<file path="config.mk">
export PLATFORM = sky130hd
export DESIGN_NAME = program_loader
export DESIGN_NICKNAME = d
export VERILOG_FILES = /design/src/rtl/program_loader.sv
export SDC_FILE = /design/constraint.sdc
export NUM_CORES = 1
export LEC_CHECK = 0
export BUFFER_PORTS_ARGS = -buffer_cell sky130_fd_sc_hd__buf_2
export CORE_UTILIZATION = 55
export CTS_CLUSTER_DIAMETER = 50
export DETAILED_ROUTE_END_ITERATION = 8
export HOLD_SLACK_MARGIN = 0.03
export PLACE_DENSITY = 0.76
export SYNTH_ARGS = -nofsm -noshare
export SYNTH_HDL_FRONTEND = slang
export SYNTH_SLANG_ARGS = --single-unit
</file>
<file path="constraint.sdc">
create_clock -name clk -period 1.9 [get_ports clk]
set_input_delay 0.38 -clock clk [delete_from_list [all_inputs] [get_ports clk]]
set_output_delay 0.38 -clock clk [all_outputs]
set_load 0.01 [all_outputs]
</file>
<file path="src/rtl/program_loader.sv">
// program_loader: streams a length byte, payload bytes and (with PROGRAM_LOADER_CHECKSUM_EN) a checksum byte into processor memory, then raises op.
// Latency: one write strobe a cycle after each accepted payload byte; op two cycles after the last payload byte, or one cycle after the checksum.
// Backpressure: s_ready is high only in LEN/DATA/CHK and never drops mid-load; host stalls hold state and produce no strobe.
module program_loader #(
  parameter logic [7:0] BASE_ADDR = 8'h00
) (
  input  logic       clk,
  input  logic       reset,
  input  logic       start,
  input  logic       abort,
  input  logic       s_valid,
  input  logic [7:0] s_data,
  output logic       s_ready,
  output logic       user_write_memory,
  output logic [7:0] user_address,
  output logic [7:0] in_data,
  output logic       op,
  output logic       busy,
  output logic       error
);

`ifdef PROGRAM_LOADER_CHECKSUM_EN
  typedef enum logic [2:0] {IDLE, LEN, DATA, CHK, RUN, ERR} state_t;
  logic [7:0] sum;
`else
  typedef enum logic [2:0] {IDLE, LEN, DATA, RUN} state_t;
  assign error = 1'b0;
`endif

  state_t     state;
  logic [7:0] addr;
  // 9 bits so a length byte of 0 can stand for 256 payload bytes
  logic [8:0] remaining;
  logic       xfer;

  assign xfer = s_valid && s_ready;

  // Load sequencer: all outputs are registered and updated together with the state
  always_ff @(posedge clk or posedge reset) begin
    if (reset) begin
      state             <= IDLE;
      s_ready           <= 1'b0;
      busy              <= 1'b0;
      op                <= 1'b0;
      user_write_memory <= 1'b0;
      user_address      <= BASE_ADDR;
      in_data           <= 8'h00;
      addr              <= BASE_ADDR;
      remaining         <= 9'd0;
`ifdef PROGRAM_LOADER_CHECKSUM_EN
      sum               <= 8'h00;
      error             <= 1'b0;
`endif
    end else begin
      // strobe is a single-cycle pulse unless a payload byte lands this cycle
      user_write_memory <= 1'b0;
      case (state)
        IDLE: begin
          if (start && !abort) begin
            state   <= LEN;
            s_ready <= 1'b1;
            busy    <= 1'b1;
          end
        end
        LEN: begin
          if (xfer) begin
            remaining <= {s_data == 8'd0, s_data};
            addr      <= BASE_ADDR;
`ifdef PROGRAM_LOADER_CHECKSUM_EN
            sum       <= 8'h00;
`endif
            state     <= DATA;
          end
        end
        DATA: begin
          if (xfer) begin
            user_write_memory <= 1'b1;
            user_address      <= addr;
            in_data           <= s_data;
            addr              <= addr + 8'd1;
            remaining         <= remaining - 9'd1;
`ifdef PROGRAM_LOADER_CHECKSUM_EN
            sum               <= sum + s_data;
            if (remaining == 9'd1) begin
              state <= CHK;
            end
`else
            // op is raised one cycle later, in RUN, so it never overlaps the last strobe
            if (remaining == 9'd1) begin
              state   <= RUN;
              s_ready <= 1'b0;
              busy    <= 1'b0;
            end
`endif
          end
        end
`ifdef PROGRAM_LOADER_CHECKSUM_EN
        CHK: begin
          if (xfer) begin
            s_ready <= 1'b0;
            busy    <= 1'b0;
            if (s_data == sum) begin
              state <= RUN;
              op    <= 1'b1;
            end else begin
              state <= ERR;
              error <= 1'b1;
            end
          end
        end
        ERR: begin
          if (abort) begin
            error <= 1'b0;
            state <= IDLE;
          end else if (start) begin
            error   <= 1'b0;
            state   <= LEN;
            s_ready <= 1'b1;
            busy    <= 1'b1;
          end
        end
`endif
        RUN: begin
          if (abort) begin
            op    <= 1'b0;
            state <= IDLE;
          end else if (start) begin
            op      <= 1'b0;
            state   <= LEN;
            s_ready <= 1'b1;
            busy    <= 1'b1;
          end else begin
            op <= 1'b1;
          end
        end
        default: begin
          state   <= IDLE;
          s_ready <= 1'b0;
          busy    <= 1'b0;
          op      <= 1'b0;
        end
      endcase
    end
  end

endmodule

</file>
Word level (Yosys, flattened, before mapping)

Index checks and enable logic that the tools add are counted.

Bits of input ports: 13
Word-level logic and storage cells: 57
Flip-flop bits (word level): 39

$add $sub $neg: 2
Reduce and logical (&&, ||, !) cells: 11
Equal/unequal tests: 11
Multiplexer cells: 24
Bitwise logic cells: 1

Operators with widths:

| cell                                                               | number |
|---|---|
| 3-bit two-way mux                                                  | 6 |
| 9-bit two-way mux                                                  | 2 |
| 9-bit case mux with 2 select lines                                 | 1 |
| 8-bit two-way mux                                                  | 2 |
| 8-bit case mux with 2 select lines                                 | 1 |
| 2-bit inequality test, second input constant                       | 6 |
| 3-bit case mux with 4 select lines                                 | 1 |
| 9-bit by 1-bit == test with 1-bit output, second input constant    | 1 |
| 1-bit two-way mux                                                  | 9 |
| 9-bit by 1-bit subtractor with 9-bit output, second input constant | 1 |
| 8-bit by 1-bit adder with 8-bit output, second input constant      | 1 |
| 8-bit zero test                                                    | 1 |
| 3-bit by 2-bit == test with 1-bit output, second input constant    | 2 |
| 6-bit AND reduction                                                | 1 |
| 5-bit AND reduction                                                | 1 |
| 1-bit case mux with 4 select lines                                 | 1 |
| 3-bit by 1-bit == test with 1-bit output, second input constant    | 1 |
| 3-bit zero test                                                    | 1 |
| 3-bit inequality test, second input constant                       | 1 |
| 3-bit AND reduction                                                | 1 |
| 3-bit OR reduction                                                 | 1 |
| 1-bit logical AND                                                  | 2 |
| 1-bit case mux with 2 select lines                                 | 1 |
| 2-bit AND reduction                                                | 1 |
| 3 further kinds                                                    | 3 |

Logic depth before layout (Yosys ltp)

Gate-level depths: netlist (run 1).

Depth in word-level cells: 4
Gate-level depth with buffers: 7
Mapped depth without buffers: 6

Least setup slack after synthesis (run 1)

Ideal clock, no wire load.

Kind: flip-flop to flip-flop
Start point: reg remaining[1]
End point: reg state[1]
Cell stages (with the launch flop): 7
Slack: 204 ps
Path buffers: 0
Data arrival time: 1,571 ps
Clock period less this slack: 1,696 ps
Cell sequence: dfrtp_1 inv_1 ha_1 or4b_1 nor3_4 o21ai_2 mux2_4

Word-level cells in the longest chain between the ends: 3

Ends and longest elaborated chain:

| item                                     | RTL line | RTL |
|---|---|---|
| start, declared                          | 33       | `logic [8:0] remaining;` |
| start signal, assigned                   | 67       | `remaining <= {s_data == 8'd0, s_data};` |
| start signal, assigned                   | 81       | `remaining <= remaining - 9'd1;` |
| 9-bit by 1-bit == test with 1-bit output | 89       | `if (remaining == 9'd1) begin` |
| 2-bit inequality test (no source line)   | -        |  |
| 5-bit AND reduction (no source line)     | -        |  |
| end signal, assigned                     | 90       | `state <= RUN;` |
| end signal, assigned                     | 126      | `state <= IDLE;` |
| end signal, assigned                     | 129      | `state <= LEN;` |
| end, declared                            | 30       | `state_t state;` |

No other way between the ends.
A chain may end at the register's enable or synchronous reset.

Worst setup path in the final report (run 1)

Same ends and word-level chain as after synthesis.

==> metrics.md, run 1 <==
| Metric | Value |
|---|---|
| Seq/Total Area, Yosys | `0.499` |
| Max-Slew Margin vs Limit | `0.571` |
| Syn Nets | `around 200` |
| Yosys reg bits | `38` |
| Worst-Skew Late Latency | `about 0.34 ns` |
| Fin. max-slew vios | `0` |
| Hold slack final | `0.123 ns` |
| DRT iter0 DRCs | `73` |
| Total grt overflow | `0` |
| Period utilization | `0.948` |
| ANT nets after route | `0` |
| Die height | `slightly above 60 um` |
| Worst-margin pin slew | `0.637 ns` |
| Post-synthesis cell count | `180` |
| Lkg Pwr | `between 1 and 1.5 nW` |
| Final WL | `approximately 3.8 mm` |
| Clk slew on worst S/H paths | `~0.11 ns` |
| DP Wirelength | `around 2.8 mm` |
| Ys Warns | `0` |
| RSZ-0062 raised after global routing | `true` |
| Data required, critical path | `about 2.1 ns` |
| Rows | `21` |
| CTS max path bufs | `2` |
| Asr flop ratio synth | `1.00` |
| Placed instance area | `between 2000 and 2500 um^2` |
| CP Class | `register to register` |
| DRC | `0` |
| Most common cell in the netlist | `dfrtp_1` |
| Input/output buffers | `32` |
| F_max | `555 MHz` |
| Post-synth top area share | `0.499` |
| Hold Crit Class | `input port to asynchronous set/reset pin` |
| Critical Path Fanout Max | `3` |
| Layout Nets | `between 200 and 250` |
| Gp weighted congestion | `around 0.85` |
| Core area | `between 3000 and 4000 um^2` |
| CTS tree | `yes` |
| Startpoint Class | `register` |
| Peak supply drop | `705 uV` |
| Outcome | `finished clean` |
| Total number of vias | `1486` |
| Vias in the first global route | `1376` |
| CTS root buf | `clkbuf_4` |
| Via density | `5.65` |
| Die ar. | `between 3000 and 4000 um^2` |
| Placed cell count | `approximately 260` |
| Drt pass-1 iters | `4` |
| Largest net degree at the start of global routing | `39` |
| Final setup violating endpoints | `0` |
| P per Cell Area | `roughly 1400 nW/um^2` |
| Mean area per synthesized cell | `10.6 um^2` |
| Die width | `~61 um` |
| All-Layer GR Usage | `0.234` |
| Area of the mapped netlist | `roughly 1900 um^2` |
| First-pass GRT wire length | `6.20 mm` |
| Worst EP arrival | `2.03 ns` |
| Crit path time final | `~1.8 ns` |
| Fin area | `around 2200 um^2` |
| Number of max-cap violations | `0` |
| Layout cell share with drive strength beyond 1 | `0.313` |
| Synth area leaders | `dfrtp_1, mux2_2, ha_1, o21ai_0, nand2_1` |
| Antenna violations before repair | `0` |
| Final Hold Fails | `0` |
| Area Overhead vs Synth | `15.6%` |
| # diodes | `0` |
| Top-Level Pins | `34` |
| Setup TNS | `0 ns` |
| CTS H-tree lvls | `2` |
| Critical Path End Type | `register` |
| Final Non-Filler Cells | `around 260` |
| Largest area contributor in the netlist | `dfrtp_1` |
| Post-synth top cells | `dfrtp_1, nand2_1, o21ai_0` |
| Primary FF master, synth | `dfrtp_1` |
| Clock tree sinks | `38` |
| Post-synth EDFFs | `0` |
| Worst clock skew | `about 0.0099 ns` |
| Total CTS buffers | `5` |
| Starting Density | `0.571` |
| WL/cell | `roughly 15 um` |
| Hold_buf cts | `0` |
| Post-synth cell types | `44` |
[worst paths after layout]
check,start,to,slack [ns],cells past startpoint
max in group asynchronous,reset,user_address[4]$_DFFE_PP0P_,1.44,3
min reg2reg,in_data[0]$_DFFE_PP0P_,in_data[0]$_DFFE_PP0P_,0.50,2
min in group clk,s_data[6],in_data[6]$_DFFE_PP0P_,0.30,2
max reg2reg,remaining[1]$_DFFE_PP0P_,state[1]$_DFFE_PP0P_,0.1,6
max,remaining[1]$_DFFE_PP0P_,state[1]$_DFFE_PP0P_,0.1,6
min,reset,busy$_DFFE_PP0P_,0.12,3
[metrics by stage]
step | setup WS, ns | total power [mW] | util
finish | 0.0981 | 3.08 | 0.660
global route | -0.0336 | 3.32 | 0.660
CTS | 0.0222 | 3.08 | 0.658
detailed placement | 0.0379 | 2.68 | 0.643
global placement | 0.159 | 2.58 | 0.643
floorplan | 0.204 | 2.23 | -
[worst max-delay path, cell delays in order (launching register included)]
cell and delay (ns):
dfrtp_1 0.40, inv_1 0.10, ha_1 0.14, or4b_1 0.49, nor3_4 0.16, o21ai_2 0.10
mux2_4 0.30
[area by class of cell]
class | instances | area (um^2)
Sequential cell | 38 | 951
Timing Repair Buffer | 39 | 225
Inverter | 11 | 41.3
Clock buffer | 6 | 51.3
Tap cell | 46 | 57.6
Fill cell | 277 | 1130
Multi-Input combinational cell | 123 | 877
[cells in the final DEF, fill, tap and decap left out, types with 4 or more instances in the layout]
cell / instances
mux2_2: 15
clkbuf_4: 5
a21oi_1: 10
ha_1: 8
nand2_1: 16
nand3_1: 4
o21ai_0: 16
dfrtp_1: 38
buf_2: 32
buf_4: 6
nor2_1: 8
mux2i_1: 4
inv_1: 11
[registers in the layout (all words and copies together), names as in the netlist]
register	cells
addr	8
busy	1
user_address	8
user_write_memory	1
op	1
remaining	9
in_data	8
state	2
[timing repair]
item                       in CTS  in global routing
setup buffers                   0                  1
gates resized for setup         0                  1
setup endpoints to repair       0                  7
hold endpoints to repair        0                  0
[cells by family (layout without fill, tap and decap cells)]
kind of cell | count (synthesis) | in the layout | share of synthesized area
xor+xnor | 2 | 2 | 0.00919
other cells | 1 | 1 | 0.00197
simple gates | 46 | 46 | 0.128
flops | 38 | 38 | 0.499
compound gates | 46 | 46 | 0.151
mux | 20 | 20 | 0.117
buf+inv | 19 | 56 | 0.0413
fa+ha+maj | 8 | 8 | 0.0525
[power breakdown]
part / internal (mW) / switching [mW] / leakage [nW] / total, mW
clock network: 0.167 / 0.244 / 0.0302 / 0.411
registers: 1.08 / 0.233 / 0.485 / 1.31
logic: 0.638 / 0.721 / 0.562 / 1.36
[metal layers]
metal  GRT usage  share of wire  vias to the layer above  wire [um]
met2       0.361           0.49                       51       1880
met4      0.0909          0.020                        0         78
li1            -              -                      715          -
met1       0.308           0.43                      711       1660
met5           0              0                        -          0
met3      0.0746          0.053                        9        202
Note: power is estimated with default switching activity, not from simulation.
==> run 2, diff against run 1 <==
Settings changed: CORE_UTILIZATION 55 to 47, PLACE_DENSITY 0.76 to 0.66.
==> run 2 against run 1 <==
Net effect: first-iteration DRC count down 33%; wire length down 0.13%; design area up 1.8%; sequential share of layout area down 0.75 points; combinational power about the same; critical path depth unchanged; cell count up 0.38%; via count down 1.3%; flip-flop and latch count unchanged; utilization down 6.6 points; global-route usage down 2.6 points; register-to-register slack about the same; critical endpoint unchanged.
==> metrics.md, run 2 (synthesis gave the netlist of run 1 again) <==
| Metric | Value |
|---|---|
| First-pass GRT wire length | `approximately 6.7 mm` |
| Startpoint Class | `register` |
| Max-Slew Margin vs Limit | `0.608` |
| Input/output buffers | `32` |
| Gp weighted congestion | `~0.80` |
| Die ar. | `~4300 um^2` |
| Worst-Skew Late Latency | `0.29 ns` |
| All-Layer GR Usage | `0.208` |
| Hold_buf cts | `0` |
| Setup TNS | `0 ns` |
| Final WL | `approximately 3.8 mm` |
| Critical Path Fanout Max | `3` |
| Clock tree sinks | `38` |
| Largest Register | `remaining` |
| Worst path max stage delay | `0.49 ns` |
| Largest net degree at the start of global routing | `39` |
| CP Class | `register to register` |
| Clk slew on worst S/H paths | `0.07 ns` |
| Layout cell share with drive strength beyond 1 | `0.315` |
| CTS tree | `yes` |
| RSZ-0062 raised after global routing | `false` |
| Layout Nets | `238` |
| Die width | `between 60 and 70 um` |
| Worst EP arrival | `slightly below 2 ns` |
| CTS max path bufs | `2` |
| Sequential standard cell area | `951 um^2` |
| Vias in the first global route | `between 1500 and 2000` |
| DRC | `0` |
| DRT iter0 DRCs | `49` |
| Hold slack final | `a little under 0.2 ns` |
| Commonest non-fill, non-tap cell in the layout | `dfrtp_1` |
| P per Cell Area | `~1400 nW/um^2` |
| Crit path time final | `~1.8 ns` |
| Data required, critical path | `~2.1 ns` |
| CP max stage cell | `or4b_1` |
| Worst-margin pin slew | `~0.58 ns` |
| Top layer in use | `met4` |
| Post-CTS Setup Bufs | `0` |
| Die height | `65.7 um` |
| Total number of vias | `about 1500` |
| Met3 WL | `between 150 and 200 um` |
| Final setup violating endpoints | `0` |
| Hold Crit Class | `input port to asynchronous set/reset pin` |
| Met2 WL | `between 1.5 and 2 mm` |
| Lkg Pwr | `approximately 1.1 nW` |
| Antenna violations before repair | `0` |
| Drt pass-1 iters | `4` |
| WL met1 | `1.73 mm` |
| Largest register FFs | `9` |
| Multi-input logic area | `about 890 um^2` |
| Rows | `22` |
| Fin. max-slew vios | `0` |
| # diodes | `0` |
| F_max | `~560 MHz` |
| Total CTS buffers | `5` |
| Worst clock skew | `about 0.005 ns` |
| Starting Density | `0.506` |
| Top-Level Pins | `34` |
| Via density | `around 5.6` |
| Area Overhead vs Synth | `17.6%` |
| FILL cells | `323` |
| ANT nets after route | `0` |
| CTS root buf | `clkbuf_8` |
| Outcome | `finished clean` |
| Total grt overflow | `0` |
| CTS H-tree lvls | `2` |
| Post-cts resize count | `0` |
| Core area | `roughly 3800 um^2` |
| Final Hold Fails | `0` |
| DP Wirelength | `2.79 mm` |
| Critical-path cell list | `inv_1 -> ha_1 -> or4b_1 -> nor3_4 -> o21ai_2 -> mux2_4` |
| Peak supply drop | `614 uV` |
| Period utilization | `0.946` |
| Leading cell types in the layout, fill and taps excluded | `dfrtp_1, buf_2, nand2_1, o21ai_0, mux2_2` |
| WL/cell | `between 10 and 15 um` |
| Number of max-cap violations | `0` |
| Critical Path End Type | `register` |
==> run 2: cell types whose count changed in the layout (fill, tap and decap cells not counted), sizes merged <==
cell,previous run,this run
buf,39,38
==> run 2: layer usage <==
metal / vias to the layer above / GRT usage
met3: 5 / 0.0382
met1: 709 / 0.238
met2: 46 / 0.367
met5: - / 0
li1: 707 / -
met4: 0 / 0.101
==> run 2: stage by stage <==
| stage | util | area [um^2] | power, mW | std cells | setup WS, ns |
|---|---|---|---|---|---|
| after floorplan | - | 1910 | 2.23 | 180 | 0.204 |
| after global placement | 0.569 | 2150 | 2.60 | 258 | 0.157 |
| after detailed placement | 0.569 | 2150 | 2.67 | 258 | 0.0898 |
| after CTS | 0.591 | 2230 | 3.21 | 264 | 0.0799 |
| after global routing | 0.595 | 2240 | 3.45 | 264 | 0.0162 |
| final | 0.595 | 2240 | 3.21 | 264 | 0.102 |
==> run 2: path summary, 6_finish.rpt <==
check	from	to	slack [ns]	depth (start not counted)
setup / recovery	remaining[1]$_DFFE_PP0P_	state[1]$_DFFE_PP0P_	0.10	6
hold / removal	reset	busy$_DFFE_PP0P_	0.19	3
setup reg to reg	remaining[1]$_DFFE_PP0P_	state[1]$_DFFE_PP0P_	0.10	6
hold reg to reg	user_address[5]$_DFFE_PP0P_	user_address[5]$_DFFE_PP0P_	0.50	1
max in group asynchronous	reset	addr[4]$_DFFE_PP0P_	1.38	3
min in group clk	s_data[6]	in_data[6]$_DFFE_PP0P_	0.36	2
==> run 2: final cells by class <==
type,instances,area share
Sequential cell,38,0.424
Clock buffer,6,0.0368
Timing Repair Buffer,38,0.0971
Tap cell,48,0.0268
Multi-Input combinational cell,123,0.397
Inverter,11,0.0184
==> run 2: worst max-delay path, delay by kind of cell (launching register included) <==
family | cells | cell delay [ns]
mux | 1 | 0.30
simple gates | 2 | 0.66
flops | 1 | 0.40
compound gates | 1 | 0.10
buf+inv | 1 | 0.10
fa+ha+maj | 1 | 0.14
==> run 2: report_power, final <==
group | switching (mW) | total, mW | leakage, nW | internal [mW]
registers | 0.241 | 1.32 | 0.485 | 1.08
clock network | 0.262 | 0.541 | 0.0431 | 0.280
logic | 0.707 | 1.34 | 0.561 | 0.635
total | 1.21 | 3.21 | 1.09 | 2.00
